## src/rtl/stream_demux_if.sv

```systemverilog
// Stream demux bus: one upstream valid/ready port fanned out to NCH channels.
// The slave modport is the demux side; master is the producer/consumer side.
interface stream_demux_if #(
  parameter int DW   = 8,
  parameter int NCH  = 8,
  parameter int SELW = 3
);
  logic              in_valid;
  logic              in_ready;
  logic [DW-1:0]     in_data;
  logic [SELW-1:0]   in_sel;
  logic [NCH-1:0]    out_valid;
  logic [NCH-1:0]    out_ready;
  logic [NCH*DW-1:0] out_data;
  logic [15:0]       drop_cnt;

  modport master (
    output in_valid, in_data, in_sel, out_ready,
    input  in_ready, out_valid, out_data, drop_cnt
  );

  modport slave (
    input  in_valid, in_data, in_sel, out_ready,
    output in_ready, out_valid, out_data, drop_cnt
  );
endinterface

```

## src/rtl/stream_demux.sv

```systemverilog
// 1-to-NCH stream demux with a one-entry holding slot per channel.
// Define STREAM_DEMUX_DROP_CNT_EN to count discarded out-of-range beats.
module stream_demux #(
  parameter int DW   = 8,
  parameter int NCH  = 8,
  parameter int SELW = 3
) (
  input logic           clk,
  input logic           rst_n,
  stream_demux_if.slave bus
);

  logic [NCH-1:0]         vld_q;
  logic [NCH-1:0][DW-1:0] dat_q;
  logic                   live_q;
  logic                   in_range;
  logic [NCH-1:0]         sel_oh;
  logic                   rdy;
  logic                   take;

  always_comb begin
    in_range = int'(bus.in_sel) < NCH;
    sel_oh   = '0;
    for (int k = 0; k < NCH; k++) begin
      if (in_range && bus.in_sel == SELW'(k))
        sel_oh[k] = 1'b1;
    end
  end

  // Only the selected slot's ready feeds back to upstream.
  always_comb begin
    rdy = 1'b0;
    unique case (1'b1)
      !live_q:
        rdy = 1'b0;
      live_q && !in_range:
        rdy = 1'b1;
      default:
        rdy = |(sel_oh & (~vld_q | bus.out_ready));
    endcase
  end

  assign take         = bus.in_valid & rdy;
  assign bus.in_ready = rdy;

  // Blocks acceptance on the edge that coincides with reset release.
  always_ff @(posedge clk or negedge rst_n) begin
    if (!rst_n)
      live_q <= 1'b0;
    else
      live_q <= 1'b1;
  end

  always_ff @(posedge clk or negedge rst_n) begin
    if (!rst_n) begin
      vld_q <= '0;
      dat_q <= '0;
    end else begin
      for (int k = 0; k < NCH; k++) begin
        if (take && sel_oh[k]) begin
          vld_q[k] <= 1'b1;
          dat_q[k] <= bus.in_data;
        end else if (bus.out_ready[k]) begin
          vld_q[k] <= 1'b0;
        end
      end
    end
  end

  assign bus.out_valid = vld_q;
  assign bus.out_data  = dat_q;

`ifdef STREAM_DEMUX_DROP_CNT_EN
  logic [15:0] drop_q;

  always_ff @(posedge clk or negedge rst_n) begin
    if (!rst_n)
      drop_q <= '0;
    else if (take && !in_range && drop_q != 16'hFFFF)
      drop_q <= drop_q + 16'd1;
  end

  assign bus.drop_cnt = drop_q;
`else
  assign bus.drop_cnt = '0;
`endif

endmodule

```

## src/flat_wrapper.sv

```systemverilog
// flat-port wrapper written by rule: the top's interface ports become plain ports
module stream_demux_flat 
#(
  parameter int DW   = 8,
  parameter int NCH  = 8,
  parameter int SELW = 3
)
  (clk, rst_n, bus_in_valid, bus_in_data, bus_in_sel, bus_out_ready, bus_in_ready, bus_out_valid, bus_out_data, bus_drop_cnt);
  stream_demux_if #(.DW(DW), .NCH(NCH), .SELW(SELW)) bus_i ();
  input logic clk;
  input logic rst_n;
  input wire logic [$bits(bus_i.in_valid)-1:0] bus_in_valid;
  input wire logic [$bits(bus_i.in_data)-1:0] bus_in_data;
  input wire logic [$bits(bus_i.in_sel)-1:0] bus_in_sel;
  input wire logic [$bits(bus_i.out_ready)-1:0] bus_out_ready;
  output wire logic [$bits(bus_i.in_ready)-1:0] bus_in_ready;
  output wire logic [$bits(bus_i.out_valid)-1:0] bus_out_valid;
  output wire logic [$bits(bus_i.out_data)-1:0] bus_out_data;
  output wire logic [$bits(bus_i.drop_cnt)-1:0] bus_drop_cnt;
  assign bus_i.in_valid = bus_in_valid;
  assign bus_i.in_data = bus_in_data;
  assign bus_i.in_sel = bus_in_sel;
  assign bus_i.out_ready = bus_out_ready;
  assign bus_in_ready = bus_i.in_ready;
  assign bus_out_valid = bus_i.out_valid;
  assign bus_out_data = bus_i.out_data;
  assign bus_drop_cnt = bus_i.drop_cnt;
  stream_demux #(.DW(DW), .NCH(NCH), .SELW(SELW)) u_core (.clk(clk), .rst_n(rst_n), .bus(bus_i));
endmodule
```

## config.mk

```make
export PLATFORM = sky130hd
export DESIGN_NAME = stream_demux_flat
export DESIGN_NICKNAME = d
export VERILOG_FILES = /design/src/rtl/stream_demux_if.sv /design/src/rtl/stream_demux.sv /design/src/flat_wrapper.sv
export SDC_FILE = /design/constraint.sdc
export NUM_CORES = 1
export LEC_CHECK = 0
export BUFFER_PORTS_ARGS = -buffer_cell sky130_fd_sc_hd__buf_4
export CAP_MARGIN = 20
export CELL_PAD_IN_SITES_DETAIL_PLACEMENT = 1
export CELL_PAD_IN_SITES_GLOBAL_PLACEMENT = 1
export CORE_ASPECT_RATIO = 1.2
export CORE_MARGIN = 2
export CORE_UTILIZATION = 42
export DETAILED_ROUTE_END_ITERATION = 10
export PLACE_DENSITY = 0.95
export REMOVE_ABC_BUFFERS = 1
export SYNTH_ARGS = -nofsm -noshare
export SYNTH_HDL_FRONTEND = slang
export SYNTH_SLANG_ARGS = --single-unit
```

## constraint.sdc

```tcl
create_clock -name clk -period 2.3 [get_ports clk]
set_input_delay 0.115 -clock clk [delete_from_list [all_inputs] [get_ports clk]]
set_output_delay 0.115 -clock clk [all_outputs]
set_load 0.02 [all_outputs]
```

After elaboration in Yosys (flattened, before gate mapping)
Cells that the tools add are included. W data, S select, Z words.

Eq/ne operators: 7. Muxes and demuxes: 25. Bitwise operators: 4. Reductions and logical operators: 18.

Operators with widths (number): $mux W1 (25); $reduce_bool A2 Y1 (8); $eq A3 B3 Y1 const B (4); $and A8 B8 Y8 (1); $logic_and A1 B1 Y1 (8); $not A8 Y8 (1); $or A8 B8 Y8 (1); $reduce_or A8 Y1 (1); $eq A3 B2 Y1 const B (2); $eq A3 B1 Y1 const B (1); $logic_not A3 Y1 (1); $and A1 B1 Y1 (1).

Bits in registers: 73. Bits of input ports: 22. Word-level logic and storage cells: 71.

Longest topological paths before layout
Word-level depth: 8. Mapped depth: 4. Depth with buffers taken out: 3.

Worst setup path before layout
Ideal clock, no wire load.

Path type: register -> register. From: register u_core.live_q. To: register u_core.dat_q (netlist bit u_core.bus.out_data[32]). Setup time: 0.125 ns. Arrival time: 1.400 ns. Data required time: 2.175 ns. Slack: 0.775 ns. Cell stages (with the launch flop): 4. Buffers on the path: 0. Period minus slack after synthesis: 1.525 ns. Cell sequence: dfrtp_1 nand2_1 a2111oi_4 mux2_2.

Cells in the longest elaborated chain, start to end: 3.

Ends and longest elaborated chain: start, declared (RTL line stream_demux.sv:15) `logic live_q;`; start signal, assigned (RTL line stream_demux.sv:49) `live_q <= 1'b0;`; start signal, assigned (RTL line stream_demux.sv:51) `live_q <= 1'b1;`; $mux W1 (RTL line stream_demux.sv:33) `unique case (1'b1)`; $and A1 B1 Y1 (RTL line stream_demux.sv:43) `assign take = bus.in_valid & rdy;`; $logic_and A1 B1 Y1 (RTL line stream_demux.sv:60) `if (take && sel_oh[k]) begin`; end signal, assigned by index (RTL line stream_demux.sv:62) `dat_q[k] <= bus.in_data;`; end, declared (RTL line stream_demux.sv:14) `logic [NCH-1:0][DW-1:0] dat_q;`.

No other way between the ends. A chain may end at the register's enable or synchronous reset.

Worst setup path after layout
From: register u_core.vld_q[3], in the netlist u_core.bus.out_valid[3]. To: output bus_in_ready.

Cells in the longest elaborated chain, start to end: 5.

Ends and longest elaborated chain: start, declared (RTL line stream_demux.sv:13) `logic [NCH-1:0] vld_q;`; start signal, assigned (RTL line stream_demux.sv:56) `vld_q <= '0;`; start signal, assigned by index (RTL line stream_demux.sv:61) `vld_q[k] <= 1'b1;`; start signal, assigned by index (RTL line stream_demux.sv:64) `vld_q[k] <= 1'b0;`; $not A8 Y8 (RTL line stream_demux.sv:39) `rdy = |(sel_oh & (~vld_q | bus.out_ready));`; $or A8 B8 Y8 (RTL line stream_demux.sv:39); $and A8 B8 Y8 (RTL line stream_demux.sv:39); $reduce_or A8 Y1 (RTL line stream_demux.sv:39); $mux W1 (RTL line stream_demux.sv:33); end, declared (RTL line flat_wrapper.sv:16) `output wire logic [$bits(bus_i.in_ready)-1:0] bus_in_ready;`.

No other way between the ends.

==> summary.md <==
| Metric | Value |
|---|---|
| Placed cell count | `384` |
| Total GRT Usage | `0.190` |
| Critical Path Source Type | `flop` |
| Post-synth top cells | `dfrtp_1 (73), mux2_2 (64), buf_4 (16)` |
| Rel. slew slack | `0.385` |
| Met3 WL post-DR | `461 µm` |
| H-tree Lvls | `3` |
| Pwr/cell area | `941 nW/µm²` |
| Fmax | `560 MHz` |
| Grt total ovfl | `0` |
| Main synth FF type | `dfrtp_1` |
| WL met2 | `3770 µm` |
| Min-delay src | `bus_in_sel[1]` |
| RSZ-0062 raised after global routing | `false` |
| Initial antenna violation count | `0` |
| Final worst path period share | `0.776` |
| Final WS setup | `0.515 ns` |
| Critical path capture point type | `primary output` |
| Synthesized area | `3060 µm²` |
| Min Tclk post-route | `1.79 ns` |
| WL met1 | `2820 µm` |
| Hold Path Class | `in2reg` |
| Placement Setup Slack | `0.586 ns` |
| DRC viols | `0` |
| Run status | `finished, final reports clean` |
| Seq/Total Area, Yosys | `0.597` |
| Synthesized instance count | `207` |
| Clock Sinks | `73` |
| EDFF count, synth | `0` |
| CTS Buf Count | `9` |
| Port Buffers | `94` |
| Max FO, Critical Path | `4` |
| CTS tree | `built` |
| Final RePlAce weighted congestion | `0.706` |
| Clock network latency to the later pin of the worst-skew pair | `0.33 ns` |
| Routed wire length | `7130 µm` |
| Setup Buffers After CTS | `0` |
| Maximum vdd drop | `0.000546 V` |
| Peak per-stage delay on the critical path | `0.46 ns` |
| Setup violators final | `0` |
| Ys async rst share | `1.00` |
| Die Ht | `97.5 µm` |
| HPWL after detailed placement | `5190 µm` |
| CP Launch Point | `u_core.bus.out_valid[3]$_DFFE_PN0P_` |
| Post-route non-filler standard cell count | `403` |
| Crit Path Category | `reg2out` |
| Clock skew | `0.00881 ns` |
| Largest net degree at the start of global routing | `74` |
| Row count | `34` |
| Max Slew Vio Count | `0` |
| Yosys cell types | `32` |
| DR iter-0 viols | `77` |
| Vias in the first global route | `2202` |
| Lkg Pwr | `1.93 nW` |
| Cell taking the most area after synthesis | `dfrtp_1` |
| Synth top area cells | `dfrtp_1 (60%), mux2_2 (24%), buf_4 (3.9%), nand2b_1 (1.0%), a2111oi_4 (0.90%)` |
| Top Metal Used | `met4` |
| Setup TNS | `0 ns` |
| Share of cells above drive strength 1 | `0.562` |
| Nets@finish | `330` |
| Final number of hold-violating endpoints | `0` |
| First drt pass iteration count | `4` |
| Post-layout util | `0.555` |
| Critical Path AT | `1.67 ns` |
| Die area | `7980 µm²` |
| Worst r2r src | `u_core.live_q$_DFF_PN0_` |
| Most common cell in the synthesized netlist | `dfrtp_1` |
| CTS resizes | `0` |
| Routed len/inst | `17.7 µm` |
| Max-capacitance violation count | `0` |
| Synth Warn # | `0` |
| Post-DR vias/cell | `4.94` |
| I/O pins | `111` |
| Placeable Area | `7150 µm²` |
| Avg Cell Area, Syn | `14.8 µm²` |
| Synthesized flop and latch total | `73` |
| Diode count | `0` |
| Critical path data required time | `2.18 ns` |
| Clock buffer depth | `2` |
| Worst Hold Slack | `0.0242 ns` |
| Top cell type's share of synthesized area | `0.597` |
| Routed vias | `1992` |
| Crit-path cells | `or3b_2 -> a21boi_0 -> o32ai_1 -> buf_4` |
| Least-Margin Pin Slew | `0.923 ns` |
| Slowest cell on the critical path | `or3b_2` |
| Initial cell density of the core | `0.428` |
| Clock Root Buffer | `clkbuf_8` |
| Layout area overhead | `29.8%` |
| First-pass GRT wire length | `11400 µm` |
| Chip Width | `81.9 µm` |
| Post-route ant nets | `0` |
| Worst-path clk slew | `0.08 ns` |
[layout make-up]
class                           instances  area [µm²]
Clock buffer                           12         135
Clock inverter                          4        20.0
Fill cell                             741        3180
Inverter                                5        18.8
Multi-Input combinational cell        122        1120
Sequential cell                        73        1830
Tap cell                               90         113
Timing Repair Buffer                   97         736
[report_power, final]
group          internal, mW  total [mW]  switching [mW]  leakage (nW)
clock network         0.386       0.826           0.440        0.0839
registers              1.55        1.71           0.155         0.907
logic                 0.567        1.20           0.631         0.937
total                  2.51        3.73            1.23          1.93
[cell families (layout without fill, tap and decap cells)]
group           after synthesis  in the layout  share of synthesized area
compound gates               14             14                     0.0434
buf+inv                      27            118                     0.0548
flops                        73             73                      0.597
mux                          64             64                      0.236
other cells                   2             17                    0.00246
simple gates                 27             27                     0.0663
[final timing paths]
kind	cells after the start	slack, ns	to
max	4	0.51	bus_in_ready
min	2	0.02	u_core.bus.out_valid[1]$_DFFE_PN0P_
max reg2reg	3	0.58	u_core.bus.out_data[33]$_DFFE_PN0P_
min reg2reg	1	0.51	u_core.bus.out_data[28]$_DFFE_PN0P_
max in group asynchronous	2	1.24	u_core.bus.out_data[27]$_DFFE_PN0P_
min in group asynchronous	2	0.47	u_core.bus.out_data[14]$_DFFE_PN0P_
[worst max-delay path: cells and delay by family, from the launching register on]
family | cells | cell delay (ns)
buffers and inverters | 1 | 0.16
flip-flops | 1 | 0.39
AND/OR/NAND/NOR | 1 | 0.46
AO/OA/AOI/OAI | 2 | 0.32
[metrics by stage]
stage	cell area (µm²)	power (mW)
final	3970	3.73
after global placement	3780	2.89
after floorplan	2970	2.33
after CTS	3970	3.78
after detailed placement	3780	2.94
after global routing	3970	3.92
[per-layer routing]
metal | global-route usage | vias up
met5 | 0 | -
met4 | 0.0679 | 0
met3 | 0.0511 | 8
met2 | 0.315 | 74
met1 | 0.234 | 1003
li1 | - | 907
[registers in the layout, indices dropped and copies added, names as in the netlist]
signal and cells:
u_core.live_q 1, u_core.bus.out_data 64, u_core.bus.out_valid 8
[what timing repair did]
action                                 4_1_cts  5_1_grt
setup endpoints to repair                    0        0
hold buffers                                 3        0
endpoints found under the hold margin       75        0
[cell usage in the layout (no fill, tap or decap), drive strengths merged, types with 2 or more instances in the layout]
cell / Yosys / routed
nand2: 3 / 3
dlygate4sd3: 0 / 3
clkbuf: 1 / 12
nand2b: 6 / 6
o32ai: 2 / 2
conb: 2 / 17
inv: 5 / 5
and4b: 2 / 2
or3b: 2 / 2
nor2: 2 / 2
a21o: 2 / 2
nand3b: 3 / 3
o31ai: 2 / 2
o21bai: 2 / 2
dfrtp: 73 / 73
clkinv: 0 / 4
nand3: 2 / 2
mux2: 64 / 64
buf: 21 / 94
Power figures use the tool's default switching activity.
